<file path="src/rtl/sha256_msg_padder_if.sv">
// rtl/sha256_msg_padder_if.sv - byte-in / padded-word-out handshake bundle for sha256_msg_padder
interface sha256_msg_padder_if;
  logic [7:0]  DIN;
  logic        DIN_VALID;
  logic        DIN_LAST;
  logic        DIN_READY;
  logic [31:0] W_OUT;
  logic [5:0]  I;
  logic        W_VALID;
  logic        W_READY;
  logic        FIRST;
  logic        FINAL;
  logic        DONE;

  modport master (
    input  DIN, DIN_VALID, DIN_LAST, W_READY,
    output DIN_READY, W_OUT, I, W_VALID, FIRST, FINAL, DONE
  );

  modport slave (
    output DIN, DIN_VALID, DIN_LAST, W_READY,
    input  DIN_READY, W_OUT, I, W_VALID, FIRST, FINAL, DONE
  );
endinterface

</file>
<file path="src/rtl/sha256_msg_padder.sv">
// rtl/sha256_msg_padder.sv - packs a byte stream into SHA-256 padded big-endian words
module sha256_msg_padder #(
  parameter int CNT_W = 32
) (
  input  logic               CLK,
  input  logic               RESET,
  sha256_msg_padder_if.master bus
);

  // Each state other than COLLECT names the word currently presented on W_OUT.
  typedef enum logic [2:0] {
    COLLECT, EMIT_DATA, EMIT_TAIL, EMIT_MARK, ZERO, LEN_HI, LEN_LO
  } state_t;

  state_t           state;
  logic [CNT_W-1:0] byte_cnt;
  logic [1:0]       p;
  logic [23:0]      word_buf;
  logic [31:0]      w_out;
  logic [3:0]       idx;
  logic             w_valid;
  logic             first_r;
  logic             final_r;
  logic             done_r;
  logic             extra;
  logic             first_pending;
  logic             mark_pending;

  logic        din_ready;
  logic        byte_xfer;
  logic        word_xfer;
  logic [3:0]  idx_nx;
  logic        extra_nx;
  logic        pad_len;
  logic [63:0] bit_len;
  logic [31:0] data_word;
  logic [31:0] tail_word;

  assign din_ready = (state == COLLECT) && !w_valid;
  assign byte_xfer = bus.DIN_VALID && din_ready;
  assign word_xfer = w_valid && bus.W_READY;
  assign idx_nx    = idx + 4'd1;
  assign extra_nx  = extra && (idx != 4'd15);
  assign pad_len   = !extra_nx && (idx_nx == 4'd14);
  assign bit_len   = {{(61-CNT_W){1'b0}}, byte_cnt, 3'b000};

  // tail_word carries the 0x80 marker right after the last byte when it fits.
  always_comb begin
    data_word = {bus.DIN, 24'h000000};
    tail_word = {bus.DIN, 24'h800000};
    case (p)
      2'd1: begin
        data_word = {word_buf[23:16], bus.DIN, 16'h0000};
        tail_word = {word_buf[23:16], bus.DIN, 16'h8000};
      end
      2'd2: begin
        data_word = {word_buf[23:8], bus.DIN, 8'h00};
        tail_word = {word_buf[23:8], bus.DIN, 8'h80};
      end
      2'd3: begin
        data_word = {word_buf, bus.DIN};
        tail_word = {word_buf, bus.DIN};
      end
      default: ;
    endcase
  end

  always_ff @(posedge CLK) begin
    if (RESET) begin
      state         <= COLLECT;
      byte_cnt      <= '0;
      p             <= 2'd0;
      word_buf      <= 24'h0;
      w_out         <= 32'h0;
      idx           <= 4'd0;
      w_valid       <= 1'b0;
      first_r       <= 1'b0;
      final_r       <= 1'b0;
      done_r        <= 1'b0;
      extra         <= 1'b0;
      first_pending <= 1'b1;
      mark_pending  <= 1'b0;
    end else begin
      done_r <= 1'b0;
      case (state)
        COLLECT: begin
          if (byte_xfer) begin
            byte_cnt <= byte_cnt + CNT_W'(1);
            word_buf <= data_word[31:8];
            if (bus.DIN_LAST) begin
              w_out        <= tail_word;
              w_valid      <= 1'b1;
              first_r      <= first_pending;
              p            <= 2'd0;
              mark_pending <= (p == 2'd3);
              extra        <= (p != 2'd3) && (idx >= 4'd14);
              state        <= EMIT_TAIL;
            end else if (p == 2'd3) begin
              w_out   <= data_word;
              w_valid <= 1'b1;
              first_r <= first_pending;
              p       <= 2'd0;
              state   <= EMIT_DATA;
            end else begin
              p <= p + 2'd1;
            end
          end
        end
        EMIT_DATA: begin
          if (word_xfer) begin
            w_valid       <= 1'b0;
            first_r       <= 1'b0;
            first_pending <= 1'b0;
            idx           <= idx_nx;
            state         <= COLLECT;
          end
        end
        EMIT_TAIL: begin
          if (word_xfer) begin
            first_r       <= 1'b0;
            first_pending <= 1'b0;
            idx           <= idx_nx;
            if (mark_pending) begin
              w_out <= 32'h8000_0000;
              extra <= (idx_nx >= 4'd14);
              state <= EMIT_MARK;
            end else begin
              extra <= extra_nx;
              w_out <= pad_len ? bit_len[63:32] : 32'h0;
              state <= pad_len ? LEN_HI : ZERO;
            end
          end
        end
        EMIT_MARK, ZERO: begin
          if (word_xfer) begin
            idx   <= idx_nx;
            extra <= extra_nx;
            w_out <= pad_len ? bit_len[63:32] : 32'h0;
            state <= pad_len ? LEN_HI : ZERO;
          end
        end
        LEN_HI: begin
          if (word_xfer) begin
            idx     <= idx_nx;
            w_out   <= bit_len[31:0];
            final_r <= 1'b1;
            state   <= LEN_LO;
          end
        end
        LEN_LO: begin
          if (word_xfer) begin
            w_valid       <= 1'b0;
            final_r       <= 1'b0;
            done_r        <= 1'b1;
            idx           <= 4'd0;
            byte_cnt      <= '0;
            p             <= 2'd0;
            extra         <= 1'b0;
            first_pending <= 1'b1;
            state         <= COLLECT;
          end
        end
        default: state <= COLLECT;
      endcase
    end
  end

  assign bus.DIN_READY = din_ready;
  assign bus.W_OUT     = w_out;
  assign bus.I         = {2'b00, idx};
  assign bus.W_VALID   = w_valid;
  assign bus.FIRST     = first_r;
  assign bus.FINAL     = final_r;
  assign bus.DONE      = done_r;

endmodule

</file>
<file path="src/flat_wrapper.sv">
// flat-port wrapper written by rule: the top's interface ports become plain ports
module sha256_msg_padder_flat 
#(
  parameter int CNT_W = 32
)
  (CLK, RESET, bus_DIN, bus_DIN_VALID, bus_DIN_LAST, bus_W_READY, bus_DIN_READY, bus_W_OUT, bus_I, bus_W_VALID, bus_FIRST, bus_FINAL, bus_DONE);
  sha256_msg_padder_if bus_i ();
  input  logic CLK;
  input  logic RESET;
  input wire logic [$bits(bus_i.DIN)-1:0] bus_DIN;
  input wire logic [$bits(bus_i.DIN_VALID)-1:0] bus_DIN_VALID;
  input wire logic [$bits(bus_i.DIN_LAST)-1:0] bus_DIN_LAST;
  input wire logic [$bits(bus_i.W_READY)-1:0] bus_W_READY;
  output wire logic [$bits(bus_i.DIN_READY)-1:0] bus_DIN_READY;
  output wire logic [$bits(bus_i.W_OUT)-1:0] bus_W_OUT;
  output wire logic [$bits(bus_i.I)-1:0] bus_I;
  output wire logic [$bits(bus_i.W_VALID)-1:0] bus_W_VALID;
  output wire logic [$bits(bus_i.FIRST)-1:0] bus_FIRST;
  output wire logic [$bits(bus_i.FINAL)-1:0] bus_FINAL;
  output wire logic [$bits(bus_i.DONE)-1:0] bus_DONE;
  assign bus_i.DIN = bus_DIN;
  assign bus_i.DIN_VALID = bus_DIN_VALID;
  assign bus_i.DIN_LAST = bus_DIN_LAST;
  assign bus_i.W_READY = bus_W_READY;
  assign bus_DIN_READY = bus_i.DIN_READY;
  assign bus_W_OUT = bus_i.W_OUT;
  assign bus_I = bus_i.I;
  assign bus_W_VALID = bus_i.W_VALID;
  assign bus_FIRST = bus_i.FIRST;
  assign bus_FINAL = bus_i.FINAL;
  assign bus_DONE = bus_i.DONE;
  sha256_msg_padder #(.CNT_W(CNT_W)) u_core (.CLK(CLK), .RESET(RESET), .bus(bus_i));
endmodule
</file>
<file path="config.mk">
export PLATFORM = sky130hd
export DESIGN_NAME = sha256_msg_padder_flat
export DESIGN_NICKNAME = d
export VERILOG_FILES = /design/src/rtl/sha256_msg_padder_if.sv /design/src/rtl/sha256_msg_padder.sv /design/src/flat_wrapper.sv
export SDC_FILE = /design/constraint.sdc
export NUM_CORES = 1
export LEC_CHECK = 0
export ABC_CLOCK_PERIOD_IN_PS = 3800
export CAP_MARGIN = 20
export CELL_PAD_IN_SITES_DETAIL_PLACEMENT = 1
export CELL_PAD_IN_SITES_GLOBAL_PLACEMENT = 2
export CORE_UTILIZATION = 35
export DETAILED_ROUTE_END_ITERATION = 10
export GPL_ROUTABILITY_DRIVEN = 0
export PLACE_DENSITY_LB_ADDON = 0.15
export SLEW_MARGIN = 15
export SYNTH_ARGS = -nofsm -noshare
export SYNTH_HDL_FRONTEND = slang
export SYNTH_SLANG_ARGS = --single-unit
</file>
<file path="constraint.sdc">
create_clock -name CLK -period 3.8 [get_ports CLK]
set_input_delay 0.38 -clock CLK [delete_from_list [all_inputs] [get_ports CLK]]
set_output_delay 0.38 -clock CLK [all_outputs]
set_load 0.005 [all_outputs]
</file>
; After elaboration in Yosys (flattened, before gate mapping)
; Cells that the tools add are included.
[totals]
register_bits = 104
input_bits = 13
output_inout_bits = 43
wordCells = 125
[classes]
addsub = 3
magnitude_cmp = 2
n_eq_ne = 22
muxes = 51
bitwise_logic = 1
n_reduce_logical = 33
[op_table]
columns = cell, n
row1 = $mux 32, 9
row2 = $pmux 32 s3, 2
row3 = $pmux 32 s4, 1
row4 = $pmux 32 s2, 1
row5 = $add 32x1->32 const B, 1
row6 = $mux 3, 9
row7 = $reduce_and 6->1, 3
row8 = $ne 2x1->1 const B, 8
row9 = $mux 1, 15
row10 = $pmux 3 s5, 1
row11 = $reduce_and 3->1, 5
row12 = $reduce_bool 2->1, 6
row13 = $eq 3x3->1 const B, 3
row14 = $ge 4x4->1 const B, 2
row15 = $mux 2, 4
row16 = $mux 4, 2
row17 = $pmux 1 s2, 4
row18 = $pmux 4 s2, 1
row19 = $reduce_and 4->1, 2
row20 = $reduce_bool 4->1, 2
row21 = $reduce_or 2->1, 4
row22 = $eq 3x2->1 const B, 2
row23 = $logic_and 1x1->1, 6
row24 = $reduce_or 5->1, 1
row25 = other kinds (15), 18

; Logic depth before layout (Yosys ltp)
; Gate-level depths: netlist of the first run.
[logic_depth]
depth_word = 8
ltp_mapped = 9
ltp_nobuf = 7

; Least setup slack after synthesis of the first run
; Ideal clock, no wire load.
[synth_path]
kind = reg-to-reg
startpoint = reg u_core.p[0]
endpoint = reg u_core.w_out[23] (netlist: u_core.bus.W_OUT[23])
arrival_time_ps = 1801
slack_ps = 1861
path_stages_with_launch = 10
n_path_buf = 2
path_cell_list = dfxtp_1 > inv_1 > ha_1 > clkbuf_1 > or2_2 > clkbuf_1 > a22oi_1 > o21ai_0 > a22oi_1 > a211oi_1
[synth_via]
elab_chain_len = 6
elab_cells_between_ends = 11
classes_between = eq/ne: 4 / mux: 6 / reduce/logical: 1
[synth_lines]
columns = element, line
row1 = start: declaration, sha256_msg_padder.sv:17  ; logic [1:0] p;
row2 = start signal: assignment, sha256_msg_padder.sv:105  ; p <= p + 2'd1;
row3 = "$eq 2x2->1, or another cell as far along", "sha256_msg_padder.sv:51, sha256_msg_padder.sv:98"
row4 = $pmux 32 s3, sha256_msg_padder.sv:51  ; case (p)
row5 = $mux 32, sha256_msg_padder.sv:98  ; end else if (p == 2'd3) begin
row6 = $mux 32, sha256_msg_padder.sv:90  ; if (bus.DIN_LAST) begin
row7 = $mux 32, sha256_msg_padder.sv:87  ; if (byte_xfer) begin
row8 = $pmux 32 s4, sha256_msg_padder.sv:85  ; case (state)
row9 = end signal: assignment, sha256_msg_padder.sv:91  ; w_out <= tail_word;
row10 = end signal: assignment, sha256_msg_padder.sv:99  ; w_out <= data_word;
row11 = end signal: assignment, sha256_msg_padder.sv:129  ; w_out <= pad_len ? bit_len[63:32] : 32'h0;
row12 = end: declaration, sha256_msg_padder.sv:19  ; logic [31:0] w_out;
; Parallel ways exist; a longest one is shown, timed or not. The select of a mux whose other input is x is not followed.
; A chain may end at the register's enable or synchronous reset.

; Final worst setup path of the first run
[layout_path]
startpoint = reg u_core.p[1]
endpoint = reg u_core.w_out[21] (netlist: u_core.bus.W_OUT[21])
; The elaborated chain is that of the path after synthesis.

==> results.md, run 1 <==
* Ys Warns at 0
* Global-route wire length before repair at 26300 um
* Die span in x at 124 um
* Met1 usage in global routing at 0.316
* Core ar. at 0.0145 sq mm
* Hold Buf Count CTS at 0
* Final Power at 2.60 mW
* Synthesis-to-finish area growth at 17.8%
* Slowest CP cell: nor2_1
* Largest net degree at the start of global routing at 73
* Number of distinct library cells after synthesis at 64
* Clock Sinks at 104
* TritonCTS buffer count at 9
* Gr busiest metal: met2
* Slew Limit Headroom at 0.282
* Setup CP Type: flip-flop to flip-flop
* H-tree depth at 3
* CP startpoint kind: flip-flop
* Cell Pwr Density at 425 mW/mm^2
* Crit-path leading delay family: simple AND/OR/NAND/NOR gates
* Slew @ Worst Pin at 1070 ps
* Share of cells above drive strength 1 at 0.0588
* GR Util met3 at 0.0275
* HPWL Detailed at 11800 um
* Critical Path End Type: flip-flop
* CTS root buffer: clkbuf_16
* Drt drc at 0
* Final wirelength at 16700 um
* Die Span Y at 124 um
* Post-synth EDFFs at 0
* Final setup vio count at 0
* CTS tree: yes
* Finished Cell Area at 0.00611 sq mm
* Primary FF master, synth: dfxtp_1
* Most common cell in the netlist: dfxtp_1
* Final net count at 662
* Largest buffer count on any clock path at 2
* Routing usage on met2 at 0.365
* Setup TNS at 0 ps
* Final hold vios at 0
* Total gr overflow at 0
* Mapped cell area at 0.00518 sq mm
* Crit-path max cell delay at 900 ps
* WP buf/inv at 1
* Clk_lat worst skew at 360 ps
* Leakage at 2.06 nW
* Worst clock skew at 10.4 ps
* Mean post-synth cell area at 8.40 sq um
* Final Max Slew Viols at 0
* # rows at 44
* CP required at 4070 ps
* RSZ-0062 raised after global routing: no
* Mapped Cells at 617
* Min Tclk post-route at 2620 ps
* Commonest cells post-synth: 104 x dfxtp_1, 100 x nor2_1, 46 x a22oi_1
* N_diodes at 0
* Synth Register Bits at 104
* Post CTS Setup Buffer Count at 0
* Synth async-reset ratio at 0
* WL/cell at 20.1 um
* Hold WS at 354 ps
* DR vias at 4778
* Post-CTS Resized at 0
* FMAX at 382 MHz
* Gr usage total at 0.228
* First DRT Iteration DRCs at 276
* Crit path DAT at 2880 ps
* Max Cap Viol at 0
* Die ar. at 0.0153 sq mm
* Top cell type's share of synthesized area at 0.402
* Yosys top cell by area: dfxtp_1
* VDD IR max at 200 uV
* Initial Utilization at 0.358
* Worst min path class: primary input to flip-flop
* Share of the core filled with cells at 0.422
* Initial DRT Pass Iterations at 4
* Status: completed
* Vias/cell at 5.76
* Post-DP Area at 0.00582 sq mm
* Antenna violations before repair at 0
* Cells along the critical path: inv_1 > ha_1 > nor2_1 > a22oi_1 > a211oi_1
* Vias in the first global route at 4688
* Crit-path max FO at 25
* Register area share after synthesis at 0.402
* Synth top area cells: dfxtp_1 40%, nor2_1 7.2%, a22oi_1 6.7%
* Clock-pin transition on the worst setup and hold timing paths at 70 ps
* Num ports at 56
* I/O Buffers at 53
* Final Cycle Share at 0.688
* Antenna viol nets, final at 0
placed cells by master (no fill, tap or decap), types with 16 or more instances in the layout:
| master | n |
|---|---|
| clkdlybuf4s50_1 | 52 |
| nand2_1 | 31 |
| a211oi_1 | 31 |
| nor2_1 | 100 |
| dfxtp_1 | 104 |
| o21ai_0 | 17 |
| xnor2_1 | 18 |
| a22o_1 | 21 |
| a22oi_1 | 46 |
| nand3_1 | 16 |
| a21oi_1 | 18 |
power by group:
group	internal (mW)	leakage [nW]	switching, mW	total [mW]
Clock	0.469	0.142	0.445	0.915
Sequential	1.15	0.844	0.0494	1.20
Combinational	0.213	1.07	0.269	0.483
Total	1.83	2.06	0.764	2.60
worst paths after layout:
| kind | slack, ps | endpoint | startpoint | depth (start not counted) |
|---|---|---|---|---|
| worst max register to register | 1180 | u_core.bus.W_OUT[21] | u_core.p[1] | 5 |
| worst min-delay path | 350 | u_core.first_pending | RESET | 3 |
| worst max-delay path | 1180 | u_core.bus.W_OUT[21] | u_core.p[1] | 5 |
| worst min register to register | 470 | u_core.word_buf[7] | u_core.word_buf[7] | 2 |
layout make-up:
class	instances	area, sq um
Multi-Input combinational cell	447	2840
Sequential cell	104	2080
Fill cell	1689	8370
Tap cell	184	230
Timing Repair Buffer	63	613
Inverter	16	60.1
Clock inverter	5	38.8
Clock buffer	11	243
metrics by stage:
| step | setup WS [ps] | cells |
|---|---|---|
| finish | 1180 | 830 |
| global route | 959 | 830 |
| CTS | 1160 | 830 |
| detailed placement | 1030 | 814 |
| global placement | 1080 | 814 |
| floorplan | 1860 | 618 |
worst min-delay path: cells and delay by family:
family / cells / cell delay (ps)
AO/OA/AOI/OAI: 1 / 100
buffers and inverters: 2 / 190
registers in the layout, indices dropped and copies added, names as in the netlist:
register              cells
u_core.bus.DONE           1
u_core.idx                4
u_core.p                  2
u_core.bus.FINAL          1
u_core.word_buf          24
u_core.bus.W_OUT         32
u_core.first_pending      1
u_core.bus.W_VALID        1
u_core.extra              1
u_core.bus.FIRST          1
u_core.mark_pending       1
u_core.state              3
u_core.byte_cnt          32
metal layers:
metal | share of wire | vias up
met3 | 0.030 | 17
met4 | 0.016 | 0
met2 | 0.46 | 90
met5 | 0 | -
met1 | 0.49 | 2369
li1 | - | 2302
cells by family after synthesis:
family                   Yosys count  synth area share
multiplexers                       2           0.00386
flip-flops                       104             0.402
AO/OA/AOI/OAI                    182             0.258
buffers and inverters             67            0.0534
adder cells (fa/ha/maj)            8            0.0193
other                              1          0.000724
XOR/XNOR                          29            0.0490
AND/OR/NAND/NOR                  224             0.214
(Power assumes the default switching activity.)
==> run 2: changes to the inputs <==
--- a/config.mk
+++ b/config.mk
@@ -5,11 +5,11 @@
 export SDC_FILE = /design/constraint.sdc
 export NUM_CORES = 1
 export LEC_CHECK = 0
-export ABC_CLOCK_PERIOD_IN_PS = 3800
+export ABC_CLOCK_PERIOD_IN_PS = 2600
 export CAP_MARGIN = 20
 export CELL_PAD_IN_SITES_DETAIL_PLACEMENT = 1
 export CELL_PAD_IN_SITES_GLOBAL_PLACEMENT = 2
-export CORE_UTILIZATION = 35
+export CORE_UTILIZATION = 34
 export DETAILED_ROUTE_END_ITERATION = 10
 export GPL_ROUTABILITY_DRIVEN = 0
 export PLACE_DENSITY_LB_ADDON = 0.15
==> constraint.sdc (replaced) <==
create_clock -name CLK -period 2.6 [get_ports CLK]
set_input_delay 0.26 -clock CLK [delete_from_list [all_inputs] [get_ports CLK]]
set_output_delay 0.26 -clock CLK [all_outputs]
set_load 0.005 [all_outputs]
==> run 2 against run 1 <==
Against the previous run:
- the flow now finishes with violations (design-rule violations)
- clock skew is 2.8 ps higher
- setup slack worse by 850 ps
- wire length is 2.9% higher
- non-clock buffer count is 18 higher
==> results.md, run 2 (synthesized netlist as in run 1, its figures left out) <==
* Cell Pwr Density at 616 mW/mm^2
* CTS root buffer: clkbuf_16
* Largest buffer count on any clock path at 2
* Initial DRT Pass Iterations at 8
* Clk_lat worst skew at 360 ps
* Met1 Wirelength at 8680 um
* Leakage at 2.14 nW
* Die span in x at 125 um
* Final Cycle Share at 0.871
* Core ar. at 0.0147 sq mm
* CP startpoint kind: flip-flop
* Synthesis-to-finish area growth at 20.4%
* First DRT Iteration DRCs at 287
* Largest net degree at the start of global routing at 53
* Gr usage total at 0.225
* Post CTS Setup Buffer Count at 0
* Clock Sinks at 104
* Crit path DAT at 2530 ps
* Vias/cell at 5.76
* Antenna viol nets, final at 0
* Global-route wire length before repair at 27400 um
* Max Cap Viol at 0
* Setup TNS at 0 ps
* Antenna violations before repair at 0
* Worst clock skew at 13.2 ps
* Final hold vios at 0
* FMAX at 442 MHz
* Final net count at 680
* Num ports at 56
* VDD IR max at 273 uV
* Vias in the first global route at 4769
* Final Power at 3.84 mW
* WL/cell at 20.2 um
* Most frequent cells in the layout: 104 x dfxtp_1, 99 x nor2_1, 52 x clkdlybuf4s50_1, 46 x a22oi_1
* Status: complete, but fails checks
* Crit-path max FO at 23
* Post-CTS Resized at 0
* Critical Path End Type: flip-flop
* N_diodes at 0
* H-tree depth at 3
* CTS tree: yes
* Slew Limit Headroom at 0.645
* Min Tclk post-route at 2260 ps
* Die ar. at 0.0157 sq mm
* Hold Buf Count CTS at 0
* Die Span Y at 125 um
* Worst min path class: primary input to flip-flop
* DR vias at 4888
* TritonCTS buffer count at 9
* Slew @ Worst Pin at 527 ps
* Max Used Layer: met4
* Setup CP Type: flip-flop to flip-flop
* Share of cells above drive strength 1 at 0.0858
* Routed met3 length at 617 um
* Failing checks: design-rule violations
* Share of the core filled with cells at 0.424
* Most common cell after layout, fill and taps aside: dfxtp_1
* # rows at 44
* Drt drc at 6
* Initial Utilization at 0.353
* Clock-pin transition on the worst setup and hold timing paths at 80 ps
* DR WL met2 at 7620 um
* HPWL Detailed at 12500 um
* Final setup vio count at 0
* RSZ-0062 raised after global routing: no
* CP required at 2860 ps
* Final wirelength at 17100 um
* Total gr overflow at 0
* I/O Buffers at 53
* Worst Reg-to-Reg Cells at 6
* Final Max Slew Viols at 0
* Hold depth at 3
==> run 2: power breakdown <==
group / internal, mW / leakage [nW] / switching (mW) / total (mW)
clock network: 0.667 / 0.138 / 0.687 / 1.35
logic: 0.329 / 1.16 / 0.415 / 0.744
registers: 1.68 / 0.844 / 0.0655 / 1.75
==> run 2: critical path: stages, from the launching register on <==
cell      delay (ps)
dfxtp_1          430
buf_4            320
clkinv_1         310
a21o_1           270
a21oi_1          370
a41oi_1          190
a311oi_1         280
==> run 2: cell type report <==
| class | instances | area [sq um] |
|---|---|---|
| well taps | 184 | 230 |
| fillers | 1729 | 8460 |
| inverters | 16 | 60.1 |
| multi-input cells | 447 | 2840 |
| clock inverters | 6 | 48.8 |
| clock buffers | 10 | 229 |
| flip-flops and latches | 104 | 2080 |
| repair buffers | 81 | 748 |
==> run 2: path summary, 6_finish.rpt <==
check | startpoint | end | slack (ps)
worst max register to register | u_core.state[2] | u_core.idx[3] | 340
worst min-delay path | RESET | u_core.first_pending | 230
worst min register to register | u_core.word_buf[7] | u_core.word_buf[7] | 470
worst max-delay path | u_core.state[2] | u_core.idx[3] | 340
==> run 2: per-stage QoR <==
step                      hold WS (ps)  setup WS [ps]  cells  instance area (sq um)
final                              232            336    848                   6240
after global placement             451            294    832                   5960
after floorplan                    408            661    618                   5190
after detailed placement           459            191    832                   5960
after CTS                          220            368    848                   6240
after global routing               244            137    848                   6240
==> run 2: layer usage <==
| layer | GRT usage | vias to the layer above |
|---|---|---|
| met4 | 0.0725 | 0 |
| met3 | 0.0270 | 11 |
| met5 | 0 | - |
| li1 | - | 2344 |
| met2 | 0.342 | 101 |
| met1 | 0.328 | 2432 |
==> run 3: changes to the inputs <==
--- a/config.mk
+++ b/config.mk
@@ -5,6 +5,7 @@
 export SDC_FILE = /design/constraint.sdc
 export NUM_CORES = 1
 export LEC_CHECK = 0
+export ABC_AREA = 0
 export ABC_CLOCK_PERIOD_IN_PS = 2600
 export CAP_MARGIN = 20
 export CELL_PAD_IN_SITES_DETAIL_PLACEMENT = 1
==> results of run 3 <==
No change in the layout: final DEF, timing and power equal those of run 2.
